===== src/rtl/bso_counter_if.sv =====
// Event and count bundle between the scoreboard pulse generators and bso_counter.
// Latency: none (wires only).
// Backpressure: none; events are one-cycle pulses that are never stalled.
//
// Signals:
//   iCLR, iBALL, iSTRIKE, iOUT, iFOUL  event pulses into the counter
//                                      (iFOUL exists only when FOUL_BALL_EN is defined)
//   oBALL, oSTRIKE, oOUT               registered counts
//   oWALK, oSTRIKEOUT, oINNING         registered one-cycle result pulses
// Optional feature macro: FOUL_BALL_EN
interface bso_counter_if;
   logic       iCLR;
   logic       iBALL;
   logic       iSTRIKE;
   logic       iOUT;
`ifdef FOUL_BALL_EN
   logic       iFOUL;
`endif
   logic [1:0] oBALL;
   logic [1:0] oSTRIKE;
   logic [1:0] oOUT;
   logic       oWALK;
   logic       oSTRIKEOUT;
   logic       oINNING;

   // Event source side: drives the pulses, observes the counts.
   modport master (
`ifdef FOUL_BALL_EN
      output iFOUL,
`endif
      output iCLR, iBALL, iSTRIKE, iOUT,
      input  oBALL, oSTRIKE, oOUT, oWALK, oSTRIKEOUT, oINNING
   );

   // Counter side: consumes the pulses, drives the counts.
   modport slave (
`ifdef FOUL_BALL_EN
      input  iFOUL,
`endif
      input  iCLR, iBALL, iSTRIKE, iOUT,
      output oBALL, oSTRIKE, oOUT, oWALK, oSTRIKEOUT, oINNING
   );
endinterface


===== src/rtl/bso_counter.sv =====
// Ball/strike/out tracker; emits walk, strikeout and inning-change pulses.
// Latency: event sampled at edge k shows in counts and pulses right after edge k.
// Backpressure: none; one event per cycle, lower-priority simultaneous events dropped.
//
// Ports:
//   iCLK   system clock, rising edge
//   iRSTn  asynchronous active-low reset, clears counts and pulses
//   bus    bso_counter_if.slave: event inputs and registered count/pulse outputs
// Optional feature macro: FOUL_BALL_EN (adds iFOUL: strike below 2, never a strikeout)
module bso_counter (
   input logic          iCLK,
   input logic          iRSTn,
   bso_counter_if.slave bus
);

   logic [1:0] balls_q,   balls_d;
   logic [1:0] strikes_q, strikes_d;
   logic [1:0] outs_q,    outs_d;
   logic       walk_q,    walk_d;
   logic       so_q,      so_d;
   logic       inning_q,  inning_d;
   logic       out_ev;    // an out is recorded this cycle (iOUT or third strike)

   always_comb begin
      balls_d   = balls_q;
      strikes_d = strikes_q;
      outs_d    = outs_q;
      walk_d    = 1'b0;
      so_d      = 1'b0;
      inning_d  = 1'b0;
      out_ev    = 1'b0;

      // Priority chain: only the highest-priority event in a cycle is used.
      if (bus.iCLR) begin
         balls_d   = 2'd0;
         strikes_d = 2'd0;
         outs_d    = 2'd0;
      end else if (bus.iOUT) begin
         balls_d   = 2'd0;
         strikes_d = 2'd0;
         out_ev    = 1'b1;
      end else if (bus.iSTRIKE) begin
         if (strikes_q < 2'd2) begin
            strikes_d = strikes_q + 2'd1;
         end else begin
            balls_d   = 2'd0;
            strikes_d = 2'd0;
            so_d      = 1'b1;
            out_ev    = 1'b1;
         end
`ifdef FOUL_BALL_EN
      end else if (bus.iFOUL) begin
         // A foul with two strikes leaves the count alone.
         if (strikes_q < 2'd2) begin
            strikes_d = strikes_q + 2'd1;
         end
`endif
      end else if (bus.iBALL) begin
         if (balls_q < 2'd3) begin
            balls_d = balls_q + 2'd1;
         end else begin
            balls_d   = 2'd0;
            strikes_d = 2'd0;
            walk_d    = 1'b1;
         end
      end

      // Shared out-increment rule for plain outs and strikeouts.
      if (out_ev) begin
         if (outs_q < 2'd2) begin
            outs_d = outs_q + 2'd1;
         end else begin
            outs_d   = 2'd0;
            inning_d = 1'b1;
         end
      end
   end

   always_ff @(posedge iCLK or negedge iRSTn) begin
      if (!iRSTn) begin
         balls_q   <= 2'd0;
         strikes_q <= 2'd0;
         outs_q    <= 2'd0;
         walk_q    <= 1'b0;
         so_q      <= 1'b0;
         inning_q  <= 1'b0;
      end else begin
         balls_q   <= balls_d;
         strikes_q <= strikes_d;
         outs_q    <= outs_d;
         walk_q    <= walk_d;
         so_q      <= so_d;
         inning_q  <= inning_d;
      end
   end

   assign bus.oBALL      = balls_q;
   assign bus.oSTRIKE    = strikes_q;
   assign bus.oOUT       = outs_q;
   assign bus.oWALK      = walk_q;
   assign bus.oSTRIKEOUT = so_q;
   assign bus.oINNING    = inning_q;

endmodule

===== src/flat_wrapper.sv =====
// flat-port wrapper written by rule: the top's interface ports become plain ports
module bso_counter_flat 
  (iCLK, iRSTn, bus_iCLR, bus_iBALL, bus_iSTRIKE, bus_iOUT, bus_oBALL, bus_oSTRIKE, bus_oOUT, bus_oWALK, bus_oSTRIKEOUT, bus_oINNING);
  bso_counter_if bus_i ();
  input logic iCLK;
  input logic iRSTn;
  input wire logic [$bits(bus_i.iCLR)-1:0] bus_iCLR;
  input wire logic [$bits(bus_i.iBALL)-1:0] bus_iBALL;
  input wire logic [$bits(bus_i.iSTRIKE)-1:0] bus_iSTRIKE;
  input wire logic [$bits(bus_i.iOUT)-1:0] bus_iOUT;
  output wire logic [$bits(bus_i.oBALL)-1:0] bus_oBALL;
  output wire logic [$bits(bus_i.oSTRIKE)-1:0] bus_oSTRIKE;
  output wire logic [$bits(bus_i.oOUT)-1:0] bus_oOUT;
  output wire logic [$bits(bus_i.oWALK)-1:0] bus_oWALK;
  output wire logic [$bits(bus_i.oSTRIKEOUT)-1:0] bus_oSTRIKEOUT;
  output wire logic [$bits(bus_i.oINNING)-1:0] bus_oINNING;
  assign bus_i.iCLR = bus_iCLR;
  assign bus_i.iBALL = bus_iBALL;
  assign bus_i.iSTRIKE = bus_iSTRIKE;
  assign bus_i.iOUT = bus_iOUT;
  assign bus_oBALL = bus_i.oBALL;
  assign bus_oSTRIKE = bus_i.oSTRIKE;
  assign bus_oOUT = bus_i.oOUT;
  assign bus_oWALK = bus_i.oWALK;
  assign bus_oSTRIKEOUT = bus_i.oSTRIKEOUT;
  assign bus_oINNING = bus_i.oINNING;
  bso_counter u_core (.iCLK(iCLK), .iRSTn(iRSTn), .bus(bus_i));
endmodule

===== config.mk =====
export PLATFORM = sky130hd
export DESIGN_NAME = bso_counter_flat
export DESIGN_NICKNAME = d
export VERILOG_FILES = /design/src/rtl/bso_counter_if.sv /design/src/rtl/bso_counter.sv /design/src/flat_wrapper.sv
export SDC_FILE = /design/constraint.sdc
export NUM_CORES = 1
export LEC_CHECK = 0
export ABC_CLOCK_PERIOD_IN_PS = 1900
export BUFFER_PORTS_ARGS = -buffer_cell sky130_fd_sc_hd__buf_2
export CORE_AREA = 2 2 39 41
export CTS_CLUSTER_SIZE = 10
export DETAILED_ROUTE_END_ITERATION = 10
export DIE_AREA = 0 0 41 43
export GPL_ROUTABILITY_DRIVEN = 0
export PLACE_DENSITY = 0.61
export SLEW_MARGIN = 20
export SYNTH_ARGS = -nofsm -noshare
export SYNTH_HDL_FRONTEND = slang
export SYNTH_SLANG_ARGS = --single-unit
export TNS_END_PERCENT = 1

===== constraint.sdc =====
create_clock -name iCLK -period 1.9 [get_ports iCLK]
set_clock_uncertainty 0.1 [all_clocks]
set_input_delay 0.095 -clock iCLK [delete_from_list [all_inputs] [get_ports iCLK]]
set_output_delay 0.095 -clock iCLK [all_outputs]
set_load 0.05 [all_outputs]

==> results of run 1 <==
[metrics by stage]
step / cell area (µm²) / cells / utilization / power [mW] / worst slack [ns]
floorplan: 415 / 40 / - / 0.242 / 0.319
global placement: 494 / 68 / 0.357 / 0.259 / 0.591
detailed placement: 494 / 68 / 0.357 / 0.260 / 0.560
CTS: 541 / 74 / 0.391 / 0.409 / 0.558
global route: 541 / 74 / 0.391 / 0.424 / 0.513
finish: 541 / 74 / 0.391 / 0.400 / 0.574
[cells by family (layout without fill, tap and decap cells)]
| logic type | after synthesis | count (layout) | share of synthesized area |
|---|---|---|---|
| multiplexers | 1 | 1 | 0.0271 |
| AO/OA/AOI/OAI | 7 | 7 | 0.105 |
| flip-flops | 9 | 9 | 0.542 |
| AND/OR/NAND/NOR | 18 | 18 | 0.238 |
| adder cells (fa/ha/maj) | 1 | 1 | 0.0301 |
| XOR/XNOR | 1 | 1 | 0.0211 |
| buffers and inverters | 3 | 21 | 0.0361 |
[Yosys cell counts, types with 2 or more instances]
| cell | count | area (µm²) |
|---|---|---|
| dfrtp_1 | 9 | 225 |
| nand3b_1 | 3 | 22.5 |
| a21oi_1 | 4 | 20.0 |
| nor2_1 | 2 | 7.51 |
| a21oi_2 | 2 | 17.5 |
| nand2_1 | 6 | 22.5 |
| nor3b_1 | 2 | 15.0 |
[worst max path at each step]
stage,start,to
2_1_floorplan,u_core.bus.oBALL[0]$_DFFE_PN0P_,u_core.bus.oBALL[1]$_DFFE_PN0P_
3_3_place_gp,u_core.bus.oBALL[0]$_DFFE_PN0P_,u_core.bus.oBALL[1]$_DFFE_PN0P_
3_5_place_dp,u_core.bus.oBALL[0]$_DFFE_PN0P_,u_core.bus.oBALL[1]$_DFFE_PN0P_
4_1_cts,u_core.bus.oBALL[0]$_DFFE_PN0P_,u_core.bus.oBALL[1]$_DFFE_PN0P_
5_1_grt,u_core.bus.oBALL[0]$_DFFE_PN0P_,u_core.bus.oBALL[1]$_DFFE_PN0P_
6_report,u_core.bus.oBALL[0]$_DFFE_PN0P_,u_core.bus.oBALL[1]$_DFFE_PN0P_
[routing by layer]
layer | routed length (µm) | vias up | track usage
met5 | 0 | - | 0
met4 | 9 | 0 | 0.0800
met3 | 54 | 2 | 0.0314
met2 | 335 | 12 | 0.134
met1 | 370 | 150 | 0.136
li1 | - | 174 | -
[sequential cells by signal, summed over array words and instances (netlist names)]
signal and count:
u_core.bus.oSTRIKEOUT 1, u_core.bus.oOUT 2, u_core.bus.oSTRIKE 2, u_core.bus.oWALK 1
u_core.bus.oBALL 2, u_core.bus.oINNING 1
[area by class of cell]
cell class	count	area (µm²)
flip-flops and latches	9	225
fillers	146	843
inverters	1	3.75
repair buffers	16	90.1
clock buffers	4	26.3
well taps	16	20.0
multi-input cells	28	175
[power by group]
part,switching [mW],leakage (nW),internal (mW)
registers,0.00488,0.124,0.197
clock network,0.0605,0.0150,0.0805
logic,0.0382,0.134,0.0188
[critical path: stages, from the launching register on]
cell,delay (ns)
dfrtp_1,0.41
ha_1,0.29
mux2_1,0.28
nand2_1,0.06
a21oi_1,0.05
[timing repair]
| action | in CTS | in global routing |
|---|---|---|
| gates resized for setup | 0 | 0 |
| hold buffers | 2 | 0 |
| endpoints found under the hold margin | 12 | 0 |
| buffers inserted | 0 | 0 |
==> results.cfg, run 1 <==
[status]
status = finished clean

[sta]
fin_crit_sh = 0.698
holdWs_ns = 0.0182
slew_headroom = 0.839
fin_crit_ns = 1.33
setup_viol = 0
rsz0062_at_grt = false
finalMaxSlewViolations = 0
fmax_ghz = 0.754
worst_slew_pin_slew_ns = 0.241
hold_violations = 0
setup_tns_ns = 0

[floorplanning]
core_um2 = 1380
start_util = 0.300
die_w_um = 41
rows = 14
pin_count = 15
die-area_um2 = 1760
dieHeight_um = 43

[clock_network]
cts_tree = done
cts_root_buf = clkbuf_4
clockBufferDepth = 2
clk_pin_slew_ns = 0.06
clock_sinks = 9
h-tree-depth = 1
clk_latency_ns = 0.25
cts_buffers = 3

[detailed_routing]
dr.pass1.iters = 2
drt-total-wl_um = 770
drt_iter0_markers = 1
drtAntennaViolNets = 0
via_per_inst = 4.57
via_count = 338
route.detailed.drc = 0
wl_per_cell_um = 10.4

[run]
cap_violations = 0

[hold_path]
hold_end = u_core.bus.oWALK$_DFF_PN0_
holdCritPathClass = in2reg
min-delay-start = bus_iSTRIKE
hold_depth = 2

[layout]
diodes = 0
mostFrequentLayoutCells = buf_2, dfrtp_1, nand2_1
nets = 66
syn2layout_area_growth_pct = 30.1
layout.cells.most_common = buf_2
drive_gt1_frac = 0.328

[placed_design]
hpwl_um = 562
io_buffer_count = 14

[global_route]
first_global_vias = 323
globalRouteOverflowTotal = 0
grt_usage = 0.103
grt_max_degree = 10
grt_first_pass_wirelength_um = 1200
antenna_found_initial = 0

[logic_synthesis]
yosys_warnings = 0
yosys.cell_types.count = 19
ys_ff_latch = 9
synthArstFlopShare = 1.00
postSynthCellCount = 40
netlist_area_um2 = 415
synth_fp_nets = 47
ys.flop_type = dfrtp_1
synth_edf_count = 0
avgSynthCellArea_um2 = 10.4
yosysSeqAreaShare = 0.542

[worst_setup_path]
required_ns = 1.93
cp.arrival_ns = 1.36
rr_worst_depth = 4
worstSetupPathType = reg2reg
path_max_fanout = 4
r2r-end = u_core.bus.oBALL[1]$_DFFE_PN0P_
startpoint_type = register
r2r-start = u_core.bus.oBALL[0]$_DFFE_PN0P_
end_kind = register
ff2ff_setup_slack_ns = 0.57

[pwr]
ir_worst_vdd_mv = 0.304
power_density_nw_per_um2 = 739
p_leak_nw = 0.273
Power figures use the tool's default switching activity.
==> run 2: changes to the inputs <==
ABC_AREA = 1   (was unset)
ABC_CLOCK_PERIOD_IN_PS = 1300   (was 1900)
PLACE_DENSITY = 0.62   (was 0.61)
clock period = 1.3 ns   (was 1.9 ns; I/O delays follow)
==> run 2 against run 1 <==
Cell area increased by 11%; non-clock buffer count increased by 3; area after synthesis is 4.2% higher; clock power increased by 52%; final cell count up 24%; wire length up 12%; via count up 18%; worst setup slack got worse by 0.43 ns; utilization rose by 4.4 points; sequential power is 47% higher; critical endpoint is now u_core.bus.oSTRIKE[0]$_DFFE_PN0P_; largest power group unchanged.
==> results.cfg, run 2 <==
[detailed_routing]
via_count = 398
dr.pass1.iters = 6
wl_per_cell_um = 9.36
drt-total-wl_um = 861
via_per_inst = 4.33
drt_iter0_markers = 6
drtAntennaViolNets = 0
route.detailed.drc = 0

[layout]
syn2layout_area_growth_pct = 39.0
n_fill_cell = 147
multiInputGateArea_um2 = 174
mostFrequentLayoutCells = nand2_1, buf_2, inv_1
seq_area_um2 = 228
nets = 84
diodes = 0
drive_gt1_frac = 0.303
layout.cells.most_common = nand2_1

[worst_setup_path]
rr_worst_depth = 6
critPathMaxStageDelay_ns = 0.53
startpoint_type = input port
r2r-end = u_core.bus.oSTRIKE[0]$_DFFE_PN0P_
ff2ff_setup_slack_ns = 0.17
worstSetupPathType = in2reg
crit_path_frequent_cell = nand2_1
path_max_fanout = 8
end_kind = register
required_ns = 1.40
crit_slowest_cell = dlygate4sd3_1
r2r-start = u_core.bus.oBALL[0]$_DFFE_PN0P_
cp.arrival_ns = 1.25
startpoint = bus_iOUT
endpoint = u_core.bus.oSTRIKE[0]$_DFFE_PN0P_
cp_cell_sequence = dlygate4sd3_1, buf_2, nor2_4, nand2_4, nor2_2, nand2_1, nand2_1

[global_route]
first_global_vias = 355
antenna_found_initial = 0
grt_max_degree = 10
globalRouteOverflowTotal = 0
grt_usage = 0.130
grt_first_pass_wirelength_um = 1460

[logic_synthesis]
synth_top_family_by_area = simple AND/OR/NAND/NOR gates
synth-xor-area-share = 0
postSynthCellCount = 53
synth_compound_area_frac = 0.0231
synth.most_common_cell = nand2_1
ys_ff_latch = 9
yosys.area.top_type_share = 0.520
ys_top_cells_by_count = nand2_1, dfrtp_1, inv_1
synth_fa_ha_area_frac = 0.0289
yosys-mux-area-fraction = 0
synth_largest_area_cell = dfrtp_1
synthArstFlopShare = 1.00
netlist_area_um2 = 433
synth_area_leaders = dfrtp_1, nand2_1, inv_1, nand3_1, nor2_1
synth-simple-area-share = 0.350
avgSynthCellArea_um2 = 8.17
synth_fp_nets = 60
yosys.cell_types.count = 13
synth_edf_count = 0
ys.flop_type = dfrtp_1
yosysSeqAreaShare = 0.520
yosys_warnings = 0

[floorplanning]
die-area_um2 = 1760
pin_count = 15
rows = 14
die_w_um = 41
dieHeight_um = 43
start_util = 0.313
core_um2 = 1380

[sta]
worst_slew_pin_slew_ns = 0.250
rsz0062_at_grt = false
finalMaxSlewViolations = 0
hold_violations = 0
fin_crit_sh = 0.889
holdWs_ns = 0.0838
slew_headroom = 0.835
setup_tns_ns = 0
fmax_ghz = 0.865
fin_crit_ns = 1.16
setup_viol = 0

[pwr]
ir_worst_vdd_mv = 0.405
fin_total_pwr_mw = 0.618
p_leak_nw = 0.354
power_density_nw_per_um2 = 1030

[clock_network]
postCtsSetupRepairBufs = 0
ctsResizeCount = 0
h-tree-depth = 1
cts_buffers = 3
cts_hold_buf = 5
clock_sinks = 9
clk_pin_slew_ns = 0.06
cts_tree = done
clk_latency_ns = 0.26
clockBufferDepth = 2
cts_root_buf = clkbuf_4

[run]
cap_violations = 0

[status]
status = finished clean

[placed_design]
io_buffer_count = 14
hpwl_um = 639

[hold_path]
holdCritPathClass = in2async
-- run 2: how the worst min path moves through the flow --
stage           from                               to  slack, ns  cells past startpoint
2_1_floorplan  iRSTn  u_core.bus.oBALL[0]$_DFFE_PN0P_      -0.33                      0
3_3_place_gp   iRSTn       u_core.bus.oWALK$_DFF_PN0_      -0.17                      1
3_5_place_dp   iRSTn       u_core.bus.oWALK$_DFF_PN0_      -0.17                      1
4_1_cts        iRSTn       u_core.bus.oWALK$_DFF_PN0_       0.08                      2
5_1_grt        iRSTn       u_core.bus.oWALK$_DFF_PN0_        0.1                      2
6_report       iRSTn       u_core.bus.oWALK$_DFF_PN0_       0.08                      2
-- run 2: per-stage QoR --
stage | instances | setup WS [ns] | utilization | area (µm²)
4_1_cts | 92 | 0.147 | 0.435 | 602
2_1_floorplan | 53 | 0.0496 | - | 435
5_1_grt | 92 | 0.0324 | 0.435 | 602
6_report | 92 | 0.144 | 0.435 | 602
3_5_place_dp | 83 | 0.188 | 0.380 | 526
3_3_place_gp | 83 | 0.200 | 0.380 | 526
-- run 2: final cells by class --
class                   count  share of cell area
multi-input cells          35               0.289
flip-flops and latches      9               0.378
clock buffers               4              0.0437
inverters                   9              0.0561
repair buffers             19               0.200
well taps                  16              0.0333
-- run 2: routing by layer --
metal	up-vias	wire length, µm	GRT usage
met4	0	11	0.100
met2	9	399	0.166
met1	177	399	0.161
li1	210	-	-
met3	2	50	0.0628
met5	-	0	0
-- run 2: kinds of logic after synthesis --
| group | Yosys count |
|---|---|
| adders and majority gates | 1 |
| buffers and inverters | 9 |
| DFF | 9 |
| and+or+nand+nor | 32 |
| AOI/OAI and AO/OA | 2 |
-- run 2: where the power goes --
part	total [mW]	switching, mW	internal, mW
Sequential	0.297	0.00778	0.289
Combinational	0.107	0.0713	0.0353
Clock	0.214	0.0959	0.118
-- run 2: critical path, delay by kind of cell --
kind                   cells  cell delay, ns
buffers and inverters      2            0.68
and+or+nand+nor            5            0.50
==> run 3: changes to the inputs <==
HOLD_SLACK_MARGIN = 0.12   (was unset)
RECOVER_POWER = 100   (was unset)
==> run 3 against run 2 <==
Non-clock buffer count rose by 1; clock power barely moved; first-iteration DRC count rose by 33%; hold slack improved by 0.35 ns; maximum frequency fell by 2.4%; sequential share of layout area fell by 0.47 points; via count fell by 1.0%; utilization rose by 0.54 points; worst setup slack got worse by 0.029 ns; global-route usage did not move; sequential power barely moved; largest cell class unchanged.
==> results.cfg, run 3 (synthesis gave the netlist of run 2 again) <==
[worst_setup_path]
r2r-start = u_core.bus.oBALL[0]$_DFFE_PN0P_
cp.arrival_ns = 1.28
path_max_fanout = 8
cp_cell_sequence = dlygate4sd3_1, buf_2, nor2_4, nand2_4, nor2_1, nand2_1, nand2_1
critPathMaxStageDelay_ns = 0.53
required_ns = 1.40
worstSetupPathType = in2reg
crit_slowest_cell = dlygate4sd3_1
end_kind = register
startpoint_type = input port
ff2ff_setup_slack_ns = 0.15
rr_worst_depth = 6
r2r-end = u_core.bus.oSTRIKE[0]$_DFFE_PN0P_
crit_path_frequent_cell = nand2_1

[layout]
drive_gt1_frac = 0.286
finalNonFillerCells = 93
syn2layout_area_growth_pct = 40.8
nets = 85
mostFrequentLayoutCells = nand2_1, clkbuf_2, inv_1
layout.cells.most_common = nand2_1
seq_area_um2 = 228
design_area_um2 = 609
multiInputGateArea_um2 = 171
diodes = 0
n_fill_cell = 144

[pwr]
p_leak_nw = 0.351
clkPwrFrac = 0.346
power.internal_mw = 0.444
p_sw_mw = 0.176
power_density_nw_per_um2 = 1020
combPwrFrac = 0.174
seq_power_share = 0.479
ir_worst_vdd_mv = 0.406
swShare = 0.284

[floorplanning]
rows = 14
pin_count = 15
die-area_um2 = 1760
die_w_um = 41
dieHeight_um = 43
core_um2 = 1380
start_util = 0.313

[sta]
rsz0062_at_grt = false
slew_headroom = 0.816
fin_crit_sh = 0.911
holdWs_ns = 0.432
finalMaxSlewViolations = 0
setup_tns_ns = 0
worst_slew_pin_slew_ns = 0.277
fmax_ghz = 0.844
fin_crit_ns = 1.18
setup_viol = 0
hold_violations = 0

[detailed_routing]
via_count = 394
drt_iter0_markers = 8
route.detailed.drc = 0
drt-total-wl_um = 874
drtAntennaViolNets = 0
wl_per_cell_um = 9.40
dr.pass1.iters = 4
via_per_inst = 4.24

[clock_network]
clock_sinks = 9
clk_pin_slew_ns = 0.06
clk_latency_ns = 0.26
ctsResizeCount = 0
cts_root_buf = clkbuf_4
cts_buffers = 3
postCtsSetupRepairBufs = 0
clockBufferDepth = 2
cts_tree = done
h-tree-depth = 1

[global_route]
antenna_found_initial = 0
globalRouteOverflowTotal = 0
grt_first_pass_wirelength_um = 1460
first_global_vias = 352
grt_max_degree = 10
grt_usage = 0.130

[hold_path]
hold_depth = 2
hold_end = u_core.bus.oSTRIKE[1]$_DFFE_PN0P_
holdCritPathClass = reg2reg
min-delay-start = u_core.bus.oSTRIKE[1]$_DFFE_PN0P_

[placed_design]
dpl_cell_area_um2 = 526
hpwl_um = 639
dpl.cell_count = 83
io_buffer_count = 14

[status]
status = finished clean

[run]
cap_violations = 0
run 3: cell types whose count changed in the layout (fill, tap and decap cells not counted):
cell / delta
clkbuf_2: +10
buf_2: -10
dlygate4sd3_1: +1
nor2_1: +1
nor2_2: -1
run 3: repair_timing:
action                                  in CTS  in global routing
endpoints found under the setup margin       0                  2
hold endpoints to repair                    18                  9
hold buffers                                 6                  1
run 3: worst max-delay path by stage:
stage                                            from                                end  slack [ns]
finish                                       bus_iOUT  u_core.bus.oSTRIKE[0]$_DFFE_PN0P_        0.12
global route                              bus_iSTRIKE    u_core.bus.oBALL[1]$_DFFE_PN0P_        0.03
CTS                                             iRSTn    u_core.bus.oBALL[1]$_DFFE_PN0P_        0.05
detailed placement    u_core.bus.oBALL[0]$_DFFE_PN0P_  u_core.bus.oSTRIKE[0]$_DFFE_PN0P_        0.19
global placement      u_core.bus.oBALL[0]$_DFFE_PN0P_  u_core.bus.oSTRIKE[0]$_DFFE_PN0P_        0.20
floorplan           u_core.bus.oSTRIKE[1]$_DFFE_PN0P_     u_core.bus.oOUT[1]$_DFFE_PN0P_        0.05
run 3: layer usage:
layer / wire [µm] / track usage
met5: 0 / 0
met4: 11 / 0.100
met3: 49 / 0.0628
met2: 404 / 0.166
met1: 408 / 0.161
run 3: per-stage QoR:
step | total power [mW] | util | setup WS [ns]
3_3_place_gp | 0.398 | 0.380 | 0.200
4_1_cts | 0.635 | 0.442 | 0.0454
3_5_place_dp | 0.399 | 0.380 | 0.188
5_1_grt | 0.673 | 0.440 | 0.0324
2_1_floorplan | 0.365 | - | 0.0496
6_report | 0.621 | 0.440 | 0.115
run 3: worst max-delay path: cells and delay by family:
kind / cells / cell delay [ns]
buffers and inverters: 2 / 0.68
and+or+nand+nor: 5 / 0.54
run 3: power groups by stage:
stage                     registers, mW  clock network [mW]  logic [mW]
final                             0.298               0.215       0.108
after global routing              0.299               0.254       0.120
after CTS                         0.297               0.228       0.110
after detailed placement          0.303                   0      0.0960
after global placement            0.302                   0      0.0953
after floorplan                   0.334                   0      0.0306
run 3: final cells by class:
class | count | share of cell area
multi-input combinational | 35 | 0.281
tap | 16 | 0.0329
timing repair buffer | 20 | 0.214
clock buffer | 4 | 0.0431
inverter | 9 | 0.0554
sequential | 9 | 0.374
